File: src/rtl/definitions.sv
// Shared pipeline types for the memory stage and its neighbours.
// Holds the X/M and M/W boundary control/data structs, the handshake
// FSM state type and the registered writeback payload.
package definitions;

  localparam int XLEN = 32;

  typedef logic [4:0]      RegAddr;
  typedef logic [XLEN-1:0] ProgramCounter;

  typedef struct packed {
    logic reg_write;
    logic mem_to_reg;
  } MW_ctrl;

  typedef struct packed {
    logic mem_read;
    logic mem_write;
    logic branch;
  } M_ctrl;

  typedef struct packed {
    RegAddr          dst;
    logic [XLEN-1:0] addr;
    logic [XLEN-1:0] val;
    logic            alu_zero;
    ProgramCounter   pc_branch;
  } M_data;

  typedef enum logic [1:0] {
    IDLE,
    REQ,
    WAIT
  } MemState;

  typedef struct packed {
    logic [XLEN-1:0] alu;
    logic [XLEN-1:0] rdata;
    RegAddr          dst;
  } W_data;

  // Load data reported for an access abandoned by the watchdog.
  localparam logic [XLEN-1:0] TIMEOUT_RDATA = 32'hDEADBEEF;

endpackage

File: src/rtl/mem_stage_req_fsm.sv
// Data-memory handshake FSM for the memory stage.
// Ports:
//   clk, rst          clock, synchronous active-high reset
//   access, is_store  current X/M instruction touches memory / is a store
//   req_ready         memory accepts the request this cycle
//   rsp_valid         load response valid (ignored outside WAIT)
//   req_valid         request valid toward memory
//   complete          access finishes this cycle
//   load_done         a load response is consumed this cycle
//   timed_out         watchdog abandoned the access this cycle
//   stall             access present and not completing
//   mem_err           sticky watchdog flag
// Optional watchdog: MEM_STAGE_TIMEOUT_EN.
module mem_req_fsm
  import definitions::*;
#(
  parameter int TIMEOUT_CYCLES = 64
) (
  input  logic clk,
  input  logic rst,
  input  logic access,
  input  logic is_store,
  input  logic req_ready,
  input  logic rsp_valid,
  output logic req_valid,
  output logic complete,
  output logic load_done,
  output logic timed_out,
  output logic stall,
  output logic mem_err
);

  MemState state, state_nxt;
  logic    to_hit;

`ifdef MEM_STAGE_TIMEOUT_EN
  localparam int CW = $clog2(TIMEOUT_CYCLES + 1);
  logic [CW-1:0] cnt;

  // cnt = cycles already spent in REQ/WAIT, so the watchdog fires during
  // the TIMEOUT_CYCLES-th non-idle cycle.
  always_ff @(posedge clk) begin
    if (rst || state == IDLE) cnt <= '0;
    else                      cnt <= cnt + CW'(1);
  end

  assign to_hit = (state != IDLE) && (cnt == CW'(TIMEOUT_CYCLES - 1));

  always_ff @(posedge clk) begin
    if (rst)         mem_err <= 1'b0;
    else if (to_hit) mem_err <= 1'b1;
  end
`else
  assign to_hit  = 1'b0;
  assign mem_err = 1'b0;
`endif

  always_ff @(posedge clk) begin
    if (rst) state <= IDLE;
    else     state <= state_nxt;
  end

  always_comb begin
    state_nxt = state;
    req_valid = 1'b0;
    complete  = 1'b0;
    load_done = 1'b0;
    timed_out = 1'b0;
    unique case (state)
      IDLE: begin
        if (access) begin
          req_valid = 1'b1;
          if (req_ready) begin
            if (is_store) complete  = 1'b1;
            else          state_nxt = WAIT;
          end else begin
            state_nxt = REQ;
          end
        end
      end
      REQ: begin
        // Watchdog wins over a same-cycle ready so the drop is clean.
        if (to_hit) begin
          timed_out = 1'b1;
          complete  = 1'b1;
          state_nxt = IDLE;
        end else begin
          req_valid = 1'b1;
          if (req_ready) begin
            if (is_store) begin
              complete  = 1'b1;
              state_nxt = IDLE;
            end else begin
              state_nxt = WAIT;
            end
          end
        end
      end
      WAIT: begin
        if (to_hit) begin
          timed_out = 1'b1;
          complete  = 1'b1;
          state_nxt = IDLE;
        end else if (rsp_valid) begin
          complete  = 1'b1;
          load_done = 1'b1;
          state_nxt = IDLE;
        end
      end
      default: state_nxt = IDLE;
    endcase
    if (rst) begin
      req_valid = 1'b0;
      complete  = 1'b0;
      load_done = 1'b0;
      timed_out = 1'b0;
      state_nxt = IDLE;
    end
  end

  assign stall = access & ~complete & ~rst;

endmodule

File: src/rtl/mem_stage.sv
// Pipeline memory stage: issues loads/stores to a variable-latency data
// memory, stalls the front end while an access is outstanding, resolves
// branches and registers results into the M/W boundary.
// Ports:
//   clk, rst                 clock, synchronous active-high reset
//   mw_ctrl, m_ctrl, m_data  X/M pipeline register outputs
//   dmem_req_*               request channel (valid/ready)
//   dmem_rsp_*               load response channel (valid only)
//   m_stall                  freeze PC and F/D/X/XM registers
//   pc_src, pc_branch_o      branch redirect
//   w_ctrl, w_alu, w_rdata, w_dst   registered writeback payload
//   mem_err                  sticky watchdog flag
// Optional watchdog: define MEM_STAGE_TIMEOUT_EN (limit TIMEOUT_CYCLES).
// DATA_W must not exceed XLEN of the shared types.
module mem_stage
  import definitions::*;
#(
  parameter int TIMEOUT_CYCLES = 64,
  parameter int DATA_W         = 32
) (
  input  logic              clk,
  input  logic              rst,
  input  MW_ctrl            mw_ctrl,
  input  M_ctrl             m_ctrl,
  input  M_data             m_data,
  output logic              dmem_req_valid,
  input  logic              dmem_req_ready,
  output logic              dmem_req_we,
  output logic [DATA_W-1:0] dmem_req_addr,
  output logic [DATA_W-1:0] dmem_req_wdata,
  input  logic              dmem_rsp_valid,
  input  logic [DATA_W-1:0] dmem_rsp_rdata,
  output logic              m_stall,
  output logic              pc_src,
  output ProgramCounter     pc_branch_o,
  output MW_ctrl            w_ctrl,
  output logic [DATA_W-1:0] w_alu,
  output logic [DATA_W-1:0] w_rdata,
  output RegAddr            w_dst,
  output logic              mem_err
);

  logic  access, complete, load_done, timed_out;
  W_data w_q;

  assign access = m_ctrl.mem_read | m_ctrl.mem_write;

  mem_req_fsm #(.TIMEOUT_CYCLES(TIMEOUT_CYCLES)) u_fsm (
    .clk      (clk),
    .rst      (rst),
    .access   (access),
    .is_store (m_ctrl.mem_write),
    .req_ready(dmem_req_ready),
    .rsp_valid(dmem_rsp_valid),
    .req_valid(dmem_req_valid),
    .complete (complete),
    .load_done(load_done),
    .timed_out(timed_out),
    .stall    (m_stall),
    .mem_err  (mem_err)
  );

  // XM is frozen during a stall, so these stay stable across REQ.
  assign dmem_req_we    = m_ctrl.mem_write;
  assign dmem_req_addr  = m_data.addr[DATA_W-1:0];
  assign dmem_req_wdata = m_data.val[DATA_W-1:0];

  assign pc_src      = m_ctrl.branch & m_data.alu_zero & ~rst;
  assign pc_branch_o = m_data.pc_branch;

  // A stall inserts a bubble (ctrl cleared) but keeps the payload.
  always_ff @(posedge clk) begin
    if (rst) begin
      w_ctrl <= '0;
      w_q    <= '0;
    end else if (m_stall) begin
      w_ctrl <= '0;
    end else begin
      w_ctrl  <= mw_ctrl;
      w_q.alu <= m_data.addr;
      w_q.dst <= m_data.dst;
      if (timed_out)      w_q.rdata <= TIMEOUT_RDATA;
      else if (load_done) w_q.rdata <= XLEN'(dmem_rsp_rdata);
    end
  end

  assign w_alu   = w_q.alu[DATA_W-1:0];
  assign w_rdata = w_q.rdata[DATA_W-1:0];
  assign w_dst   = w_q.dst;

  // complete is consumed inside the FSM's stall term.
  logic unused_complete;
  assign unused_complete = complete;

endmodule

File: config.mk
export PLATFORM = sky130hd
export DESIGN_NAME = mem_stage
export DESIGN_NICKNAME = d
export VERILOG_FILES = /design/src/rtl/definitions.sv /design/src/rtl/mem_stage_req_fsm.sv /design/src/rtl/mem_stage.sv
export SDC_FILE = /design/constraint.sdc
export NUM_CORES = 1
export LEC_CHECK = 0
export ABC_AREA = 1
export BUFFER_PORTS_ARGS = -buffer_cell sky130_fd_sc_hd__buf_2
export CORE_AREA = 5 5 118 120
export CTS_CLUSTER_SIZE = 20
export DETAILED_ROUTE_END_ITERATION = 7
export DIE_AREA = 0 0 123 125
export PLACE_DENSITY = 0.73
export SYNTH_ARGS = -nofsm -noshare
export SYNTH_HDL_FRONTEND = slang
export SYNTH_SLANG_ARGS = --single-unit
File: constraint.sdc
create_clock -name clk -period 2.1 [get_ports clk]
set_input_delay 0 -clock clk [delete_from_list [all_inputs] [get_ports clk]]
set_output_delay 0 -clock clk [all_outputs]
set_load 0.02 [all_outputs]
# [After elaboration in Yosys (flattened, before gate mapping)]
# Cells that the tools add are included.
[totals] mem_count=0 latchBits=0 elab_cells=42 regBits=73 ram_bits=0 romBits=0
[op_classes] div=0 multipliers=0 reduce_logical=4 magnitude_cmp=0 n_eq_ne=6 n_mux=18 shifts=0 n_bitwise=8 add_sub_neg=0
[op_table] cell="two-way mux 2 bit" count=6
[op_table] cell="two-way mux 1 bit" count=9
[op_table] cell="case mux 2 bit (3 select lines)" count=1
[op_table] cell="bitwise AND 1 bit" count=4
[op_table] cell="inequality test 2 bit (second input constant)" count=2
[op_table] cell="AND reduction 4 bit" count=1
[op_table] cell="inequality test 3 bit (second input constant)" count=1
[op_table] cell="NOT 1 bit" count=3
[op_table] cell="case mux 1 bit (3 select lines)" count=1
[op_table] cell="equality test 2 x 1 -> 1 bit (second input constant)" count=1
[op_table] cell="equality test 2 bit (second input constant)" count=1
[op_table] cell="zero test 2 bit" count=1
[op_table] cell="inequality test 2 x 1 -> 1 bit (second input constant)" count=1
[op_table] cell="case mux 1 bit (2 select lines)" count=1
[op_table] cell="AND reduction 2 bit" count=1
[op_table] cell="OR reduction 2 bit" count=1
[op_table] cell="bitwise OR 1 bit" count=1

# [Longest topological paths before layout]
# Gate-level depths: netlist (run 1).
[depth] depth_word=10 depth_mapped=9 depth_no_buf=7

# [Hierarchy]
# A second synthesis (run 1) with hierarchy kept.
[unflattened] hier_cells=519 area_unflattened_um2=3691.0
[by_module_without_submodules] mod="mem_stage" area_each_um2=3482.1 instances=1 cells_per_inst=478 seq_area_each_um2=1421.4
[by_module_without_submodules] mod="mem_req_fsm" area_each_um2=209.0 instances=1 cells_per_inst=41 seq_area_each_um2=40.0

# [Least setup slack after synthesis (run 1)]
# OpenSTA, ideal clock, no wires.
[synth_timing] kind="register -> register" start="register u_fsm.state[1]" end="register w_q, in the netlist w_alu[20]" path_buffers=2 period_less_slack_ns=1.167 slack_ns=0.933 required_ns=2.041 path_stages_with_launch=9 arrival_ns=1.108 cell_sequence="dfxtp_1 > nand3_2 > inv_2 > nand2_1 > nand2_1 > buf_6 > buf_12 > nand3_2 > nand2_1"
[synth_between] elab_chain_len=6 elab_cells_between_ends=8 cone_classes="eq/ne: 2; mux: 2; bitwise: 3; reduce/logical: 1"
[synth_lines] element="start: declaration" line_no="mem_stage_req_fsm.sv:33" text="MemState state, state_nxt;"
[synth_lines] element="start signal: assignment" line_no="mem_stage_req_fsm.sv:60" text="else state <= state_nxt;"
[synth_lines] element="equality test 2 bit, or another cell as far along" line_no="mem_stage_req_fsm.sv:69" text="unique case (state)"
[synth_lines] element="case mux 1 bit (3 select lines) *" line_no="mem_stage_req_fsm.sv:69"
[synth_lines] element="two-way mux 1 bit *" line_no="mem_stage_req_fsm.sv:112" text="if (rst) begin"
[synth_lines] element="NOT 1 bit *" line_no="mem_stage_req_fsm.sv:121" text="assign stall = access & ~complete & ~rst;"
[synth_lines] element="bitwise AND 1 bit * (2 in series)" line_no="mem_stage_req_fsm.sv:121"
[synth_lines] element="end: declaration" line_no="mem_stage.sv:44" text="W_data w_q;"
# Every way passes the cells marked *; elsewhere a longest branch is shown, timed or not.
# A chain may end at the register's enable or synchronous reset.

# [Final worst setup path (run 1)]
[layout_timing] start="register u_fsm.state[0]" end="register w_q, in the netlist w_rdata[5]"
[layout_between] elab_chain_len=8 elab_cells_between_ends=12 cone_classes="eq/ne: 2; mux: 4; bitwise: 4; reduce/logical: 2"
[layout_lines] element="equality test 2 bit, or another cell as far along" line_no="mem_stage_req_fsm.sv:69"
[layout_lines] element="case mux 1 bit (3 select lines)" line_no="mem_stage_req_fsm.sv:69"
[layout_lines] element="two-way mux 1 bit" line_no="mem_stage_req_fsm.sv:112"
[layout_lines] element="NOT 1 bit" line_no="mem_stage_req_fsm.sv:121"
[layout_lines] element="bitwise AND 1 bit (2 in series)" line_no="mem_stage_req_fsm.sv:121"
[layout_lines] element="NOT 1 bit (no source line)"
[layout_lines] element="AND reduction 2 bit (no source line) *"
# Marked as above.

==> summary by stage, run 1 <==
Outcome
The run finished with clean final reports.

Synthesis
In this run, synthesis produced a sequential element count of 73. The count of different cell masters after synthesis is 21. Of all cell types, the one taking the most synthesized area is sky130_fd_sc_hd__dfxtp_1. The share of the synthesized area in the top cell type is 40.88%.

In the post-synthesis netlist, the biggest area contributors are sky130_fd_sc_hd__dfxtp_1 (41%), sky130_fd_sc_hd__buf_4 (21%), sky130_fd_sc_hd__nand2_1 (9.5%), sky130_fd_sc_hd__nand4_1 (6.5%), sky130_fd_sc_hd__nand3_2 (5.9%). Dividing the synthesized area by the synthesized cell count gives 8.143 um2. The synthesized netlist occupies a cell area of 3575 um2. The number of nets in the synthesized netlist is 582. For this run, the number of Yosys warnings is 0.

The portion of the post-synthesis area used by sequential elements is 40.88%. The synthesized instance count is 439.

Hold path
The class of the worst hold path is in -> out.

Timing
The clock skew after layout is 0.008843 ns. The final critical-path setup slack is 0.3437 ns. The minimum clock period after layout is 1.756 ns. Based on the critical path, the design can be clocked at up to 569.4 MHz. The total negative setup slack is 0 ns. Setup violations remaining at the end of the flow were counted as 0. The final hold violation count is 0.

Setup repair after global routing left no endpoint under its margin. The number of pins with negative max-slew slack in the final report is 0. The worst hold slack is 0.000007769 ns. The period utilization is 83.64%.

GRT
Entering global routing, the biggest net connects 71 pins. The initial antenna violation count came to 1. Summed over all layers, the global routing overflow is 0.

The wire length of the first global-routing pass is 16750 um. The number of global-route vias before repair is 3261. The all-layer global routing usage is 13.99%.

Flow run
Across the run, the number of max-cap violations was 0.

Placed design
The HPWL reported at the end of detailed placement is 6884 um. The number of port buffers is 185. The congestion estimate from routability-driven global placement came to 0.7541. The pre-CTS setup slack is 0.6911 ns.

Routing
Summing over every cut layer, the via total after detailed routing is 3382. Using the TritonRoute via totals, the vias-per-cell ratio works out to 4.387. The total wirelength of the detailed-routed design is 10970 um. In this run the remaining antenna-violating nets after routing total 0. The DRC violation total after the first TritonRoute iteration is 96. The DRC violation count after routing is 0. Dividing the detail-routed wire length by the instance count gives 14.23 um. The number of search-and-repair iterations in the first detailed-routing pass is 4.

Clocking
The TritonCTS clock tree is done. The clock-pin slew of the registers on the worst-case setup and hold paths is 0.06 ns. The cell sitting at the root of the clock tree is a sky130_fd_sc_hd__clkbuf_16. The clock reaches the later pin of the worst-skew pair after 0.34 ns.

Clock tree synthesis found a total of 73 sinks. Counting along the longest clock path gives a buffer depth of 2. The number of buffers added by the clock tree synthesis step is 9.

The maximum level of the CTS H-tree is 3. In this run the post-CTS setup repair buffer count came out at 0.

Worst setup path
At the worst endpoint, the arrival time is 2.04 ns. The type of destination of the critical path is a register. The type of origin of the critical path is a register. The maximum fanout encountered on the critical timing path is 32. The setup path with the least slack is of type reg -> reg. The required time at the worst-slack endpoint is 2.38 ns.

Pwr
The power per cell area is 747.9 nW/um2. VDD sags by at most 393.9 uV. The leakage component of the power is 0.002462 uW.

Die
From bottom edge to top edge, the die measures 125 um. After floorplanning, the core was sized to cover 12870 um2. During I/O placement, the number of pins put on the boundary was 315. The floorplan has 42 rows. The die outline area is 15380 um2.

Once the floorplan was initialized, standard cells occupied 27.76% of the core. The die is 123 um wide.

Cells and area
The area added between synthesis and finish is 38.99%. The number of fill cells is 1270. The final antenna diode count is 0. The number of nets at the end of the flow is 733. The fraction of layout cells with a size suffix above 1 is 38.82%.
-- cells in the mapped netlist --
| cell type | count |
|---|---|
| sky130_fd_sc_hd__buf_4 | 101 |
| sky130_fd_sc_hd__nand2_1 | 90 |
| sky130_fd_sc_hd__dfxtp_1 | 73 |
| sky130_fd_sc_hd__nand4_1 | 37 |
| sky130_fd_sc_hd__a21oi_1 | 25 |
| sky130_fd_sc_hd__nor2_1 | 24 |
| sky130_fd_sc_hd__nand3_2 | 21 |
| sky130_fd_sc_hd__nand3_1 | 18 |
| sky130_fd_sc_hd__clkbuf_1 | 12 |
| sky130_fd_sc_hd__buf_2 | 11 |
| sky130_fd_sc_hd__o21ai_0 | 10 |
| sky130_fd_sc_hd__inv_1 | 6 |
| sky130_fd_sc_hd__buf_12 | 2 |
| sky130_fd_sc_hd__nand3b_1 | 2 |
| sky130_fd_sc_hd__a21oi_2 | 1 |
| sky130_fd_sc_hd__buf_1 | 1 |
| sky130_fd_sc_hd__buf_6 | 1 |
| sky130_fd_sc_hd__clkinv_1 | 1 |
| sky130_fd_sc_hd__conb_1 | 1 |
| sky130_fd_sc_hd__inv_2 | 1 |
| sky130_fd_sc_hd__nor3b_1 | 1 |
-- area by class of cell --
type                       instances  area, um2  share of cell area, %
timing repair buffer             268       1779                  35.81
sequential                        73       1461                  29.41
multi-input combinational        230       1180                  23.75
clock buffer                      11      242.7                  4.885
tap                              176      220.2                  4.432
clock inverter                     5      55.05                  1.108
inverter                           8      30.03                 0.6044
-- worst paths after layout --
check | start | to | slack, ns | cells after the start
setup / recovery | u_fsm.state[0] | w_rdata[5] | 0.34 | 7
hold / removal | m_data[3] | pc_branch_o[3] | 0.000008 | 0
setup reg to reg | u_fsm.state[0] | w_rdata[5] | 0.34 | 7
hold reg to reg | w_rdata[29] | w_rdata[29] | 0.46 | 2
-- power by group --
group | leakage [uW] | switching [uW] | internal (uW)
sequential | 0.000596 | 37.4 | 1460
combinational | 0.00172 | 401 | 288
clock | 0.000142 | 578 | 947
-- worst max-delay path: stages, from the launching register on --
cell and delay (ns):
sky130_fd_sc_hd__dfxtp_1 0.32, sky130_fd_sc_hd__inv_1 0.10, sky130_fd_sc_hd__nand3_2 0.11, sky130_fd_sc_hd__inv_2 0.07
sky130_fd_sc_hd__buf_4 0.30, sky130_fd_sc_hd__nand2_1 0.09, sky130_fd_sc_hd__a21oi_1 0.13, sky130_fd_sc_hd__dlygate4sd3_1 0.56
-- kinds of logic after synthesis --
family / count (synthesis) / synth area share (%)
and+or+nand+nor: 193 / 27.48
buffers and inverters: 136 / 26.39
other: 1 / 0.1049
DFF: 73 / 40.88
AOI/OAI and AO/OA: 36 / 5.145
-- flip-flops by register name, summed over array words and instances, names as in the netlist --
register     flops
w_alu           32
w_rdata         32
w_dst            5
u_fsm.state      2
w_ctrl           2
-- layout by cell type (no fill, tap or decap), drive strengths merged, types with 8 or more instances in the layout --
cell         Yosys  layout
buf            116     191
nand2           90      90
dlygate4sd3      0      77
dfxtp           73      73
nand3           39      39
nand4           37      37
a21oi           26      26
nor2            24      24
clkbuf          12      11
o21ai           10      10
inv              7       8
-- metrics by stage --
step / cell area, um2 / std cells / utilization, % / total power (uW)
floorplan: 3575 / 439 / - / 2098
global placement: 3900 / 678 / 30.29 / 2105
detailed placement: 3900 / 678 / 30.29 / 2110
CTS: 4969 / 771 / 38.59 / 3778
global route: 4969 / 771 / 38.59 / 3898
finish: 4969 / 771 / 38.59 / 3716
-- repair_timing --
item	in CTS	in global routing
hold endpoints to repair	73	0
hold buffers	77	0
resized for setup	0	0
-- routing by layer --
| metal | share of wire (%) | track usage [%] | up-vias |
|---|---|---|---|
| met2 | 47 | 23.29 | 170 |
| met5 | 0.12 | 0 | - |
| met1 | 38 | 14.78 | 1509 |
| met3 | 10 | 5.872 | 52 |
| met4 | 4.1 | 7.752 | 2 |
| li1 | - | - | 1649 |
No activity file was read; power rests on OpenSTA's default activity.
==> run 2: changes to the inputs <==
--- a/config.mk
+++ b/config.mk
@@ -7,11 +7,11 @@
 export LEC_CHECK = 0
 export ABC_AREA = 1
 export BUFFER_PORTS_ARGS = -buffer_cell sky130_fd_sc_hd__buf_2
-export CORE_AREA = 5 5 118 120
+export CORE_AREA = 5 5 119 121
 export CTS_CLUSTER_SIZE = 20
 export DETAILED_ROUTE_END_ITERATION = 7
-export DIE_AREA = 0 0 123 125
-export PLACE_DENSITY = 0.73
+export DIE_AREA = 0 0 124 126
+export PLACE_DENSITY = 0.72
 export SYNTH_ARGS = -nofsm -noshare
 export SYNTH_HDL_FRONTEND = slang
 export SYNTH_SLANG_ARGS = --single-unit
==> constraint.sdc (replaced) <==
create_clock -name clk -period 1.8 [get_ports clk]
set_input_delay 0 -clock clk [delete_from_list [all_inputs] [get_ports clk]]
set_output_delay 0 -clock clk [all_outputs]
set_load 0.02 [all_outputs]
==> summary by stage, run 2 (synthesized netlist as in run 1, its figures left out) <==
Timing
The total negative setup slack is 0 ns (unchanged). The worst hold slack is 0.000007771 ns (+0.000000002260 ns). The final setup violation count is 0 (unchanged).

For the pin with the worst max-slew slack, the measured transition is 0.5115 ns. Setup repair after global routing left no endpoint under its margin. Based on the critical path, the design can be clocked at up to 616.2 MHz. In the finished design, the share of the clock period the worst path needs comes to 90.16%. For the finished layout, the period the worst path requires is 1.623 ns. The clock skew after layout is 0.004950 ns (-0.003893 ns). The number of pins with negative max-slew slack in the final report came to 0 (unchanged). The final hold violation count is 0 (unchanged). Measured against its own limit, the worst slew margin works out to 65.90%.

Die
The floorplan core area came to 12980 um2 (+0.82%). The starting density of the core is 27.54% (-0.22 points). The die outline area is 15620 um2 (+1.6%). The die outline width was 124 um (+0.81%). The die height is 126 um (+0.80%).

The cell row count is 42 (unchanged). The I/O pin total is 315 (unchanged).

Cells and area
The fraction of layout cells with a size suffix above 1 is 39.46% (+0.64 points). The area added between synthesis and finish was 38.89% (about the same). The number of nets at the end of the flow is 731 (-0.27%). The top cell types in the final layout, fill and taps aside, are sky130_fd_sc_hd__buf_2 (185), sky130_fd_sc_hd__nand2_1 (89), sky130_fd_sc_hd__dlygate4sd3_1 (73), sky130_fd_sc_hd__dfxtp_1 (73), sky130_fd_sc_hd__nand4_1 (37). The number of fill cells is 1275 (+0.39%). The final antenna diode count was 0 (unchanged).

Leaving out fill and tap cells, the most frequent cell in the layout is sky130_fd_sc_hd__buf_2.

GRT
The final global-route overflow total is 0 (unchanged). The pin count of the biggest net entering global routing is 71 (unchanged). The wire length of the first global-routing pass is 16660 um (-0.58%). The all-layer global routing usage was 13.78% (-0.20 points). The number of global-route vias before repair came to 3328 (+2.1%). The initial antenna violation count came to 0 (-1).

Pwr
The peak supply drop came to 403.6 uV (+2.5%). The power per cell area is 910.2 nW/um2 (+22%). The leakage component of the power is 0.002460 uW (about the same).

Clocking
The insertion delay to the later sink of the worst-skew pair is 0.33 ns (about the same). The number of buffers added by the clock tree synthesis step is 9 (unchanged). The clock sink total is 73 (unchanged). The number of hold buffers added after cts was 73 (-5.2%). TritonCTS built the clock tree. The clock-pin slew of the registers on the worst-case setup and hold paths is 0.06 ns (about the same). The clock tree buffer depth is 2 (unchanged). The number of setup buffers added after CTS came to 0 (unchanged). The clock root buffer master is sky130_fd_sc_hd__clkbuf_16. The number of gates given a new drive strength after cts is 0 (unchanged). The maximum level of the CTS H-tree is 3 (unchanged).

Hold path
The launch point of the worst hold path is m_data[14]. The class of the worst hold path is in -> out. The worst-case hold path end point is pc_branch_o[14]. The cell depth of the worst hold path is 0 (unchanged).

Worst setup path
The required time at the worst-slack endpoint came to 1.80 ns (-0.58 ns). The worst setup path is of the reg -> out kind. The type of origin of the critical path is a register. The worst reg-to-reg setup slack is 0.49 ns (+0.15 ns). The worst-case reg-to-reg path depth is 6 (-1). The arrival time at the worst endpoint is 1.62 ns (-0.42 ns).

STA classifies the critical path endpoint as an output pin. The worst register-to-register path ends at w_ctrl[0]. In this run the critical register-to-register path is launched from u_fsm.state[1]. The maximum fanout encountered on the critical timing path came to 21 (-34%).

Flow run
The number of max-cap violations is 0 (unchanged).

Placed design
The placer congestion estimate is 0.7446 (-1.3%). The number of port buffers came to 185 (unchanged). The HPWL reported at the end of detailed placement is 7064 um (+2.6%).

Routing
The routed via count divided by cell count came to 4.352 (-0.78%). The DRC violation count after routing is 0 (unchanged). The total wirelength of the detailed-routed design is 10890 um (-0.70%).

The number of search-and-repair iterations in the first detailed-routing pass came to 4 (unchanged). The remaining antenna violation count after routing is 0 (unchanged). The average detailed-routed wire length per instance is 14.16 um (-0.44%). The count of vias placed by the detailed router is 3347 (-1.0%). The DRC violation total after the first TritonRoute iteration came to 85 (-11%).

Outcome
The run finished with clean final reports.
-- run 2: cell count changes in the layout (fill, tap and decap cells not counted), sizes merged --
cell	before	now
buf	191	193
dlygate4sd3	77	73
clkinv	2	3
clkinvlp	2	1
bufinv	1	2
inv	8	7
-- run 2: worst max path at each step --
stage	start	endpoint	depth (start not counted)
3_5_place_dp	u_fsm.state[1]	w_ctrl[0]	6
3_3_place_gp	u_fsm.state[1]	m_stall	6
2_1_floorplan	u_fsm.state[1]	w_alu[20]	8
6_report	u_fsm.state[1]	m_stall	6
4_1_cts	u_fsm.state[1]	m_stall	6
5_1_grt	u_fsm.state[1]	m_stall	6
-- run 2: where the power goes --
| group | leakage (uW) | switching, uW | internal [uW] | total (uW) |
|---|---|---|---|---|
| registers | 0.000596 | 45.8 | 1710 | 1750 |
| clock network | 0.000162 | 687 | 1280 | 1970 |
| logic | 0.00170 | 463 | 333 | 796 |
-- run 2: per-stage QoR --
stage          utilization (%)  cells  worst slack [ns]  total power (uW)  area [um2]
2_1_floorplan                -    439            0.6328              2448        3575
3_3_place_gp             30.08    680            0.5471              2457        3904
3_5_place_dp             30.08    680            0.4927              2462        3904
4_1_cts                  38.25    769            0.1463              4594        4965
5_1_grt                  38.25    769           0.02012              4739        4965
6_report                 38.25    769            0.1771              4519        4965
-- run 2: final cells by class --
class	instances	area [um2]	share of cell area [%]
clock buffers	11	252.7	5.091
clock inverters	5	77.57	1.563
inverters	8	31.28	0.6300
multi-input cells	230	1180	23.77
flip-flops and latches	73	1461	29.44
well taps	176	220.2	4.435
repair buffers	266	1742	35.08
-- run 2: routing by layer --
metal	up-vias	global-route usage, %	wire [um]
met1	1477	14.01	3985
met4	0	9.536	608
met5	-	0	0
li1	1645	-	-
met2	179	21.99	5109
met3	46	6.682	1189
-- run 2: critical path, cell delays in order, from the launching register on --
cell                      delay (ns)
sky130_fd_sc_hd__dfxtp_1        0.40
sky130_fd_sc_hd__nor2_1         0.11
sky130_fd_sc_hd__a21oi_4        0.19
sky130_fd_sc_hd__buf_4          0.27
sky130_fd_sc_hd__nand3_1        0.10
sky130_fd_sc_hd__inv_1          0.07
sky130_fd_sc_hd__buf_2          0.15
